## src/rtl/riscv_pkg.sv

```systemverilog
// Shared encodings for the multicycle RV32I control path.
// Holds the opcode constants, the 4-bit ALU operation codes, the datapath
// select encodings (ALU operand A/B, result bus, immediate format), the FSM
// state encoding, and the opcode-class enum with its classifier function.
package riscv_pkg;

    // Base opcodes (instr[6:0])
    localparam logic [6:0] OP_LOAD   = 7'b0000011;
    localparam logic [6:0] OP_STORE  = 7'b0100011;
    localparam logic [6:0] OP_R      = 7'b0110011;
    localparam logic [6:0] OP_IMM    = 7'b0010011;
    localparam logic [6:0] OP_BRANCH = 7'b1100011;
    localparam logic [6:0] OP_JAL    = 7'b1101111;
    localparam logic [6:0] OP_JALR   = 7'b1100111;
    localparam logic [6:0] OP_LUI    = 7'b0110111;
    localparam logic [6:0] OP_AUIPC  = 7'b0010111;

    // ALU operations
    localparam logic [3:0] ALU_ADD  = 4'd0;
    localparam logic [3:0] ALU_SUB  = 4'd1;
    localparam logic [3:0] ALU_AND  = 4'd2;
    localparam logic [3:0] ALU_OR   = 4'd3;
    localparam logic [3:0] ALU_XOR  = 4'd4;
    localparam logic [3:0] ALU_SLL  = 4'd5;
    localparam logic [3:0] ALU_SRL  = 4'd6;
    localparam logic [3:0] ALU_SLT  = 4'd7;
    localparam logic [3:0] ALU_SLTU = 4'd8;

    // ALU operand A select
    localparam logic [1:0] SRCA_PC    = 2'b00;
    localparam logic [1:0] SRCA_OLDPC = 2'b01;
    localparam logic [1:0] SRCA_RS1   = 2'b10;
    localparam logic [1:0] SRCA_ZERO  = 2'b11;

    // ALU operand B select
    localparam logic [1:0] SRCB_RS2    = 2'b00;
    localparam logic [1:0] SRCB_IMM    = 2'b01;
    localparam logic [1:0] SRCB_CONST4 = 2'b10;

    // Result bus select
    localparam logic [1:0] RES_ALUOUT = 2'b00;
    localparam logic [1:0] RES_MEM    = 2'b01;
    localparam logic [1:0] RES_ALU    = 2'b10;

    // Immediate formats
    localparam logic [2:0] IMM_I = 3'd0;
    localparam logic [2:0] IMM_S = 3'd1;
    localparam logic [2:0] IMM_B = 3'd2;
    localparam logic [2:0] IMM_U = 3'd3;
    localparam logic [2:0] IMM_J = 3'd4;

    typedef enum logic [3:0] {
        S_FETCH    = 4'd0,
        S_DECODE   = 4'd1,
        S_MEMADR   = 4'd2,
        S_MEMREAD  = 4'd3,
        S_MEMWB    = 4'd4,
        S_MEMWRITE = 4'd5,
        S_EXECR    = 4'd6,
        S_EXECI    = 4'd7,
        S_ALUWB    = 4'd8,
        S_BRANCH   = 4'd9,
        S_JALRADR  = 4'd10,
        S_JAL      = 4'd11,
        S_LUI      = 4'd12,
        S_HALT     = 4'd13
    } state_t;

    // Opcode classes seen by the ALU decoder. CLS_NONE covers the legal
    // opcodes with no funct fields (JAL, LUI, AUIPC); CLS_BAD is unknown.
    typedef enum logic [2:0] {
        CLS_BAD    = 3'd0,
        CLS_NONE   = 3'd1,
        CLS_R      = 3'd2,
        CLS_I      = 3'd3,
        CLS_BRANCH = 3'd4,
        CLS_LOAD   = 3'd5,
        CLS_STORE  = 3'd6,
        CLS_JALR   = 3'd7
    } op_class_t;

    function automatic op_class_t classify(input logic [6:0] opcode);
        case (opcode)
            OP_R:                     return CLS_R;
            OP_IMM:                   return CLS_I;
            OP_BRANCH:                return CLS_BRANCH;
            OP_LOAD:                  return CLS_LOAD;
            OP_STORE:                 return CLS_STORE;
            OP_JALR:                  return CLS_JALR;
            OP_JAL, OP_LUI, OP_AUIPC: return CLS_NONE;
            default:                  return CLS_BAD;
        endcase
    endfunction

endpackage

```

## src/rtl/control_unit_alu_decoder.sv

```systemverilog
// alu_decoder: combinational funct3/funct7 decode.
// Ports:
//   op_class_i  - opcode class (op_class_t encoding)
//   funct3_i    - instr[14:12]
//   funct7_i    - instr[31:25]
//   alu_op_o    - ALU operation for EXECR/EXECI/BRANCH
//   bad_funct_o - funct3/funct7 combination not supported for this class
module alu_decoder
    import riscv_pkg::*;
(
    input  logic [2:0] op_class_i,
    input  logic [2:0] funct3_i,
    input  logic [6:0] funct7_i,
    output logic [3:0] alu_op_o,
    output logic       bad_funct_o
);

    always_comb begin
        alu_op_o    = ALU_ADD;
        bad_funct_o = 1'b0;
        case (op_class_i)
            CLS_R: begin
                // funct7 must be 0x00, or 0x20 together with funct3 000 (SUB);
                // every other funct7[5] combination is flagged.
                if (funct7_i != 7'h00 && funct7_i != 7'h20) begin
                    bad_funct_o = 1'b1;
                end
                if (funct3_i != 3'b000 && funct7_i[5]) begin
                    bad_funct_o = 1'b1;
                end
                case (funct3_i)
                    3'b000:  alu_op_o = funct7_i[5] ? ALU_SUB : ALU_ADD;
                    3'b001:  alu_op_o = ALU_SLL;
                    3'b010:  alu_op_o = ALU_SLT;
                    3'b011:  alu_op_o = ALU_SLTU;
                    3'b100:  alu_op_o = ALU_XOR;
                    3'b101:  alu_op_o = ALU_SRL;
                    3'b110:  alu_op_o = ALU_OR;
                    default: alu_op_o = ALU_AND;
                endcase
            end
            CLS_I: begin
                case (funct3_i)
                    3'b000:  alu_op_o = ALU_ADD;
                    3'b001:  alu_op_o = ALU_SLL;
                    3'b010:  alu_op_o = ALU_SLT;
                    3'b011:  alu_op_o = ALU_SLTU;
                    3'b100:  alu_op_o = ALU_XOR;
                    3'b101:  alu_op_o = ALU_SRL;
                    3'b110:  alu_op_o = ALU_OR;
                    default: alu_op_o = ALU_AND;
                endcase
                // Shift-immediates carry funct7 in the immediate field;
                // anything but 0 (including SRAI) is rejected.
                if ((funct3_i == 3'b001 || funct3_i == 3'b101) && funct7_i != 7'h00) begin
                    bad_funct_o = 1'b1;
                end
            end
            CLS_BRANCH: begin
                case (funct3_i)
                    3'b000, 3'b001: alu_op_o = ALU_SUB;
                    3'b100, 3'b101: alu_op_o = ALU_SLT;
                    3'b110, 3'b111: alu_op_o = ALU_SLTU;
                    default:        bad_funct_o = 1'b1;
                endcase
            end
            CLS_LOAD: begin
                // LB, LH, LW, LBU, LHU
                if (funct3_i == 3'b011 || funct3_i[2:1] == 2'b11) begin
                    bad_funct_o = 1'b1;
                end
            end
            CLS_STORE: begin
                // SB, SH, SW
                if (funct3_i[2] || funct3_i == 3'b011) begin
                    bad_funct_o = 1'b1;
                end
            end
            CLS_JALR: begin
                if (funct3_i != 3'b000) begin
                    bad_funct_o = 1'b1;
                end
            end
            default: begin
                alu_op_o    = ALU_ADD;
                bad_funct_o = 1'b0;
            end
        endcase
    end

endmodule

```

## src/rtl/control_unit.sv

```systemverilog
// control_unit: multicycle RV32I control FSM.
// Sequences fetch / decode / execute / memory / writeback and drives the
// datapath selects and enables. Outputs are Moore (state + instr), except
// that the fetch and branch enables are qualified by mem_ready / ALU flags.
// Ports:
//   clk, reset (sync, active-high)
//   instr      - instruction register contents
//   zero       - ALU result == 0;   alu_lsb - ALU result bit 0
//   mem_ready  - memory completes the current access this cycle
//   mem_req, mem_we, addr_src      - memory port control
//   ir_write, pc_write, reg_write  - state enables
//   alu_src_a, alu_src_b, alu_op, result_src, imm_src - datapath selects
//   illegal    - sticky unsupported-encoding flag
module control_unit
    import riscv_pkg::*;
(
    input  logic        clk,
    input  logic        reset,
    input  logic [31:0] instr,
    input  logic        zero,
    input  logic        alu_lsb,
    input  logic        mem_ready,
    output logic        mem_req,
    output logic        mem_we,
    output logic        addr_src,
    output logic        ir_write,
    output logic        pc_write,
    output logic        reg_write,
    output logic [1:0]  alu_src_a,
    output logic [1:0]  alu_src_b,
    output logic [3:0]  alu_op,
    output logic [1:0]  result_src,
    output logic [2:0]  imm_src,
    output logic        illegal
);

    state_t      state_q, state_d;
    logic        illegal_q, illegal_d;

    logic [6:0]  opcode;
    logic [2:0]  funct3;
    logic [6:0]  funct7;
    op_class_t   op_class;
    logic [3:0]  dec_alu_op;
    logic        bad_funct;
    logic        br_taken;
    logic        unused_fields;

    assign opcode        = instr[6:0];
    assign funct3        = instr[14:12];
    assign funct7        = instr[31:25];
    assign op_class      = classify(opcode);
    assign unused_fields = ^{instr[24:15], instr[11:7]};

    alu_decoder u_alu_decoder (
        .op_class_i  (op_class),
        .funct3_i    (funct3),
        .funct7_i    (funct7),
        .alu_op_o    (dec_alu_op),
        .bad_funct_o (bad_funct)
    );

    // Branch condition: EQ/NE use the SUB zero flag, the ordered compares
    // use the SLT/SLTU result bit.
    always_comb begin
        case (funct3)
            3'b000:         br_taken = zero;
            3'b001:         br_taken = !zero;
            3'b100, 3'b110: br_taken = alu_lsb;
            3'b101, 3'b111: br_taken = !alu_lsb;
            default:        br_taken = 1'b0;
        endcase
    end

    always_ff @(posedge clk) begin
        if (reset) begin
            state_q   <= S_FETCH;
            illegal_q <= 1'b0;
        end else begin
            state_q   <= state_d;
            illegal_q <= illegal_d;
        end
    end

    always_comb begin
        state_d   = state_q;
        illegal_d = illegal_q;
        case (state_q)
            S_FETCH: begin
                if (mem_ready) state_d = S_DECODE;
            end
            S_DECODE: begin
                if (op_class == CLS_BAD || bad_funct) begin
                    state_d   = S_HALT;
                    illegal_d = 1'b1;
                end else begin
                    case (opcode)
                        OP_LOAD, OP_STORE: state_d = S_MEMADR;
                        OP_R:              state_d = S_EXECR;
                        OP_IMM:            state_d = S_EXECI;
                        OP_BRANCH:         state_d = S_BRANCH;
                        OP_JAL:            state_d = S_JAL;
                        OP_JALR:           state_d = S_JALRADR;
                        OP_LUI:            state_d = S_LUI;
                        default:           state_d = S_ALUWB; // AUIPC
                    endcase
                end
            end
            S_MEMADR:   state_d = (opcode == OP_STORE) ? S_MEMWRITE : S_MEMREAD;
            S_MEMREAD:  if (mem_ready) state_d = S_MEMWB;
            S_MEMWRITE: if (mem_ready) state_d = S_FETCH;
            S_MEMWB:    state_d = S_FETCH;
            S_EXECR:    state_d = S_ALUWB;
            S_EXECI:    state_d = S_ALUWB;
            S_ALUWB:    state_d = S_FETCH;
            S_BRANCH:   state_d = S_FETCH;
            S_JALRADR:  state_d = S_JAL;
            S_JAL:      state_d = S_ALUWB;
            S_LUI:      state_d = S_ALUWB;
            S_HALT:     state_d = S_HALT;
            default:    state_d = S_FETCH;
        endcase
    end

    always_comb begin
        mem_req    = 1'b0;
        mem_we     = 1'b0;
        addr_src   = 1'b0;
        ir_write   = 1'b0;
        pc_write   = 1'b0;
        reg_write  = 1'b0;
        alu_src_a  = SRCA_PC;
        alu_src_b  = SRCB_RS2;
        alu_op     = ALU_ADD;
        result_src = RES_ALUOUT;
        imm_src    = IMM_I;
        illegal    = 1'b0;
        // Reset masks everything combinationally so a pending memory write
        // is dropped in the very cycle reset is raised.
        if (!reset) begin
            illegal = illegal_q;
            case (state_q)
                S_FETCH: begin
                    mem_req    = 1'b1;
                    alu_src_a  = SRCA_PC;
                    alu_src_b  = SRCB_CONST4;
                    result_src = RES_ALU;
                    ir_write   = mem_ready;
                    pc_write   = mem_ready;
                end
                S_DECODE: begin
                    // Branch/jump target (or AUIPC result) lands in ALUOUT.
                    alu_src_a = SRCA_OLDPC;
                    alu_src_b = SRCB_IMM;
                    if (opcode == OP_JAL)        imm_src = IMM_J;
                    else if (opcode == OP_AUIPC) imm_src = IMM_U;
                    else                         imm_src = IMM_B;
                end
                S_MEMADR: begin
                    alu_src_a = SRCA_RS1;
                    alu_src_b = SRCB_IMM;
                    imm_src   = (opcode == OP_STORE) ? IMM_S : IMM_I;
                end
                S_MEMREAD: begin
                    mem_req  = 1'b1;
                    addr_src = 1'b1;
                end
                S_MEMWB: begin
                    reg_write  = 1'b1;
                    result_src = RES_MEM;
                end
                S_MEMWRITE: begin
                    mem_req  = 1'b1;
                    mem_we   = 1'b1;
                    addr_src = 1'b1;
                end
                S_EXECR: begin
                    alu_src_a = SRCA_RS1;
                    alu_src_b = SRCB_RS2;
                    alu_op    = dec_alu_op;
                end
                S_EXECI: begin
                    alu_src_a = SRCA_RS1;
                    alu_src_b = SRCB_IMM;
                    alu_op    = dec_alu_op;
                end
                S_ALUWB: begin
                    reg_write  = 1'b1;
                    result_src = RES_ALUOUT;
                end
                S_BRANCH: begin
                    alu_src_a  = SRCA_RS1;
                    alu_src_b  = SRCB_RS2;
                    alu_op     = dec_alu_op;
                    result_src = RES_ALUOUT;
                    pc_write   = br_taken;
                end
                S_JALRADR: begin
                    alu_src_a = SRCA_RS1;
                    alu_src_b = SRCB_IMM;
                end
                S_JAL: begin
                    // PC takes the target held in ALUOUT while the ALU forms
                    // the link value OLDPC+4 for the following ALUWB.
                    alu_src_a  = SRCA_OLDPC;
                    alu_src_b  = SRCB_CONST4;
                    result_src = RES_ALUOUT;
                    pc_write   = 1'b1;
                end
                S_LUI: begin
                    alu_src_a = SRCA_ZERO;
                    alu_src_b = SRCB_IMM;
                    imm_src   = IMM_U;
                end
                default: begin
                    mem_req = 1'b0;
                end
            endcase
        end
    end

endmodule

```

## config.mk

```make
export PLATFORM = sky130hd
export DESIGN_NAME = control_unit
export DESIGN_NICKNAME = d
export VERILOG_FILES = /design/src/rtl/riscv_pkg.sv /design/src/rtl/control_unit_alu_decoder.sv /design/src/rtl/control_unit.sv
export SDC_FILE = /design/constraint.sdc
export NUM_CORES = 1
export LEC_CHECK = 0
export BUFFER_PORTS_ARGS = -buffer_cell sky130_fd_sc_hd__buf_2
export CELL_PAD_IN_SITES_DETAIL_PLACEMENT = 0
export CELL_PAD_IN_SITES_GLOBAL_PLACEMENT = 1
export CORE_MARGIN = 3
export CORE_UTILIZATION = 33
export CTS_CLUSTER_SIZE = 16
export DETAILED_ROUTE_END_ITERATION = 8
export HOLD_SLACK_MARGIN = 0.05
export PLACE_DENSITY = 0.84
export SLEW_MARGIN = 10
export SYNTH_ARGS = -nofsm -noshare
export SYNTH_HDL_FRONTEND = slang
export SYNTH_SLANG_ARGS = --single-unit
```

## constraint.sdc

```tcl
create_clock -name clk -period 2.2 [get_ports clk]
set_input_delay 0.11 -clock clk [delete_from_list [all_inputs] [get_ports clk]]
set_output_delay 0.11 -clock clk [all_outputs]
set_load 0.02 [all_outputs]
```

After elaboration in Yosys (flattened, before gate mapping)
Cells that the tools add are included.
W data, S select, Z words.
{"block": "totals", "register_bits": 5, "in_bits": 37, "out_inout_bits": 20, "word_cells": 123}
{"block": "classes", "eq_ne": 40, "n_mux": 48, "reduce_logical": 33}
{"op": "$pmux W4 S7", "count": 3}
{"op": "$pmux W4 S8", "count": 1}
{"op": "$eq A3 B3 Y1 const B", "count": 8}
{"op": "$eq A4 B4 Y1 const B", "count": 6}
{"op": "$mux W4", "count": 6}
{"op": "$pmux W4 S3", "count": 2}
{"op": "$mux W1", "count": 22}
{"op": "$eq A7 B6 Y1 const B", "count": 3}
{"op": "$eq A7 B7 Y1 const B", "count": 3}
{"op": "$pmux W3 S7", "count": 1}
{"op": "$reduce_or A2 Y1", "count": 10}
{"op": "$eq A4 B3 Y1 const B", "count": 4}
{"op": "$eq A7 B5 Y1 const B", "count": 2}
{"op": "$eq A3 B2 Y1 const B", "count": 4}
{"op": "$reduce_or A5 Y1", "count": 2}
{"op": "$mux W3", "count": 3}
{"op": "$pmux W3 S3", "count": 1}
{"op": "$reduce_or A3 Y1", "count": 3}
{"op": "$eq A4 B2 Y1 const B", "count": 2}
{"op": "$pmux W2 S2", "count": 2}
{"op": "$eq A7 B2 Y1 const B", "count": 1}
{"op": "$ne A7 B6 Y1 const B", "count": 1}
{"op": "$reduce_bool A7 Y1", "count": 1}
{"op": "$logic_not A3 Y1", "count": 2}
{"op": "18 further kinds", "count": 28}

Logic depth before layout (Yosys ltp)
{"block": "depth", "word_depth": 8, "ltp_mapped": 7, "mapped_depth_nobuf": 6}

By module
A second synthesis with hierarchy kept.
{"block": "hier_totals", "cells_unflattened": 175, "hier_area_um2": 1122.3}
{"module": "control_unit", "instances": 1, "cells_per_inst": 138, "area_each_um2": 893.4, "seq_area_each_um2": 100.1}
{"module": "alu_decoder", "instances": 1, "cells_per_inst": 37, "area_each_um2": 229.0, "seq_area_each_um2": 0.0}

Worst setup path after synthesis
No wires, ideal clock.
{"block": "synth_path", "path_type": "register to output", "from": "reg state_q[0]", "to": "out mem_req", "arrival_time_ns": 1.740, "required_ns": 2.090, "slack_ns": 0.350, "path_stages_with_launch": 4, "n_path_buf": 1, "path_cell_list": "dfxtp_1 -> clkbuf_1 -> nor4b_1 -> or2_2"}
{"block": "synth_via", "elab_chain_cells": 4, "word_cells_on_any_way": 6, "cone_classes": "2 x eq/ne; 2 x mux; 2 x reduce/logical"}
{"element": "start, declared", "line": "control_unit.sv:37", "source": "state_t state_q, state_d;"}
{"element": "start signal, assigned", "line": "control_unit.sv:80", "source": "state_q <= state_d;"}
{"element": "$eq A4 B3 Y1, or another cell as far along", "line": "control_unit.sv:142", "source": "case (state_q)"}
{"element": "$reduce_or A3 Y1 (no line) *"}
{"element": "$mux W1 *", "line": "control_unit.sv:142"}
{"element": "$mux W1 *", "line": "control_unit.sv:140", "source": "if (!reset) begin"}
{"element": "end, declared", "line": "control_unit.sv:23", "source": "output logic mem_req,"}
Every way passes the cells marked *; elsewhere a longest branch is shown, timed or not.

Final worst setup path
{"block": "layout_path", "from": "reg state_q[1]", "to": "out imm_src[0]"}
{"block": "layout_via", "elab_chain_cells": 3, "word_cells_on_any_way": 5, "cone_classes": "3 x eq/ne; 2 x mux"}
{"element": "$eq A4 B4 Y1, or another cell as far along", "line": "control_unit.sv:142"}
{"element": "$pmux W3 S3 *", "line": "control_unit.sv:142"}
{"element": "$mux W3 *", "line": "control_unit.sv:140"}
{"element": "end, declared", "line": "control_unit.sv:33", "source": "output logic [2:0] imm_src,"}
Marks and branches as above.

==> flow_summary.toml <==
[status]
outcome = "finished clean"

[global_route]
grt_pass1_wl_um = 5180
overflow = 0
grt_pass1_vias = 1153
grt_max_degree = 19
track_usage_pct = 14.9
antenna_found_initial = 0

[clock_network]
cts_made_buffers = 3
clk_latency_ns = 0.24
cts_num_sinks = 5
clk_path_buf_depth = 2
cts_tree = "yes"
clkSlewWorstSetupHoldPaths_ns = 0.05
cts_root_buf = "clkbuf_4"
cts_setup_buffers = 0
htreeDepth = 1
hold_buffers = 0
cts_resized = 0

[placed_design]
gp_congestion = 0.780
hpwlAfterDp_um = 2510
io_buffers = 41
place_area_mm2 = 0.00139

[worst_setup_path]
crit_fanout = 10
end_kind = "output port"
crit_slowest_cell = "dfxtp_1"
path_class = "reg2out"
worstPathRequired_ns = 2.09
critPathMaxStageDelay_ns = 0.49
worst_setup_path_start_kind = "register"
crit_chain = "nor2b_1 > nor2b_1 > a22oi_1 > o22ai_1 > nor2b_1 > buf_2"
worstPathBufferInverterCount = 1
critPathTopFamily = "simple AND/OR/NAND/NOR gates"
crit_path_frequent_cell = "nor2b_1"
worstPathArrival_ns = 1.88

[synth]
yosys.area_share.simple_pct = 47.7
synth-xor-area-share_pct = 3.07
synth_compound_area_share_pct = 34.4
synth_top_family_by_area = "simple AND/OR/NAND/NOR gates"
syn-num-nets = 211
postSynthCellCount = 174
yosysUniqueCellTypes = 58
synth-edff-count = 0
yosysWarnings = 0
synth-adder-area-share_pct = 0
ys_seq_area_share_pct = 8.77
syn_area_mm2 = 0.00114
synthFlopType = "dfxtp_1"
avgSynthCellArea_um2 = 6.56
ys_async_sr_fraction_pct = 0
synth.area.mux_share_pct = 0
synth-seq-cells = 5

[routing]
routed_wl_um = 3180
drc = 0
vias_per_cell = 5.49
wl_per_cell_um = 12.5
first_pass_iters = 4
drtIter0Drc = 90
vias = 1401
ant_nets = 0

[sta]
worstMarginPinSlew_ns = 0.520
min_period_over_period_pct = 90.4
period_minus_slack_ns = 1.99
skew_ns = 0.00577
hold_viol = 0
rsz0062_at_grt = "false"
tns_ns = 0
setup_violations = 0
drv_slew = 0
slew_headroom_pct = 65.3
fmax_ghz = 0.503

[layout]
final_area_mm2 = 0.00142
nNetsFinal = 249
fillCellCount = 362
layout_commonest_cell = "buf_2"
synthToLayoutAreaGrowth_pct = 24.3
antenna_cells = 0
drive_above_1_share_pct = 28.9
final_cell_mix = "buf_2, nor2_1, nand2_1"
fin_util_pct = 44.6

[power_and_ir_drop]
vdd.ir_drop.worst_mv = 0.180
p_per_area_mw_per_mm2 = 705
leakagePower_nw = 0.584

[floorplanning]
core_area_mm2 = 0.00318
num_rows = 20
io_pins = 57
initial_core_util_pct = 35.9
die_w_um = 64.8
die_area_mm2 = 0.00420
dieHeight_um = 64.8

[worst_hold_path]
hold_class = "in2reg"

[flow_run]
cap_violations = 0
-- power by group --
| part | internal (mW) | switching (mW) |
|---|---|---|
| registers | 0.122 | 0.0540 |
| clock network | 0.0686 | 0.0384 |
| logic | 0.296 | 0.421 |
-- area by class of cell --
class | instances | area (um^2) | share of cell area [%]
Clock buffer | 4 | 26.3 | 1.85
Multi-Input combinational cell | 153 | 972 | 68.5
Timing Repair Buffer | 49 | 265 | 18.7
Tap cell | 44 | 55.1 | 3.88
Sequential cell | 5 | 100 | 7.05
-- worst register-to-register path: cells and delay by family, from the launching register on --
kind / cells / cell delay, ns
compound gates: 3 / 0.77
flops: 1 / 0.49
simple gates: 3 / 0.56
-- state kept, by name, summed over array words and instances (netlist names) --
register   cells
illegal_q      1
state_q        4
-- stage by stage --
stage / std cells / worst slack, ns / hold WS [ns] / total power [mW]
after detailed placement: 251 / 0.346 / 0.568 / 0.891
after global placement: 251 / 0.363 / 0.561 / 0.887
after floorplan: 174 / 0.350 / 0.403 / 0.676
after global routing: 255 / 0.0309 / 0.387 / 1.10
after CTS: 255 / 0.190 / 0.351 / 1.00
final: 255 / 0.211 / 0.353 / 1.00
-- Yosys cell counts (2+ instances only) --
library cell | n | area [um^2]
nor2_1 | 26 | 97.6
nand2_1 | 13 | 48.8
nor2b_1 | 12 | 75.1
a21oi_1 | 8 | 40.0
buf_2 | 7 | 35.0
clkbuf_1 | 7 | 26.3
nor3_1 | 7 | 35.0
dfxtp_1 | 5 | 100
nand2b_1 | 5 | 31.3
nand3_1 | 5 | 25.0
a22oi_1 | 4 | 30.0
nor3b_1 | 4 | 30.0
nor4_1 | 4 | 25.0
o21ai_0 | 4 | 20.0
or3_1 | 4 | 25.0
a31oi_1 | 3 | 18.8
a211oi_1 | 2 | 15.0
a21boi_1 | 2 | 15.0
and4b_1 | 2 | 20.0
buf_1 | 2 | 7.51
nand3b_1 | 2 | 15.0
nor4_2 | 2 | 25.0
o211ai_1 | 2 | 15.0
o21ai_1 | 2 | 10.0
o22ai_1 | 2 | 12.5
o311a_1 | 2 | 20.0
o31ai_1 | 2 | 15.0
o32a_1 | 2 | 20.0
xnor2_1 | 2 | 17.5
xor2_1 | 2 | 17.5
-- cells by family after synthesis --
group                  count (synthesis)
buffers and inverters                 16
flip-flops                             5
XOR/XNOR                               4
AO/OA/AOI/OAI                         52
AND/OR/NAND/NOR                       97
-- worst paths after layout --
kind,slack [ns],endpoint,start,cells past startpoint
max reg2reg,0.32,state_q[0]$_SDFFE_PP0P_,state_q[1]$_SDFFE_PP0P_,6
min reg2reg,0.59,illegal_q$_SDFFE_PP0P_,illegal_q$_SDFFE_PP0P_,2
max,0.21,imm_src[0],state_q[1]$_SDFFE_PP0P_,6
min,0.35,state_q[3]$_SDFFE_PP0P_,reset,4
-- layer usage --
metal | GRT usage [%] | vias to the layer above | share of wire [%]
met1 | 21.1 | 613 | 49
met5 | 0 | - | 0
met2 | 23.9 | 48 | 45
met3 | 3.29 | 2 | 6.1
met4 | 1.32 | 0 | 0.25
li1 | - | 738 | -
No activity file was read; power rests on OpenSTA's default activity.
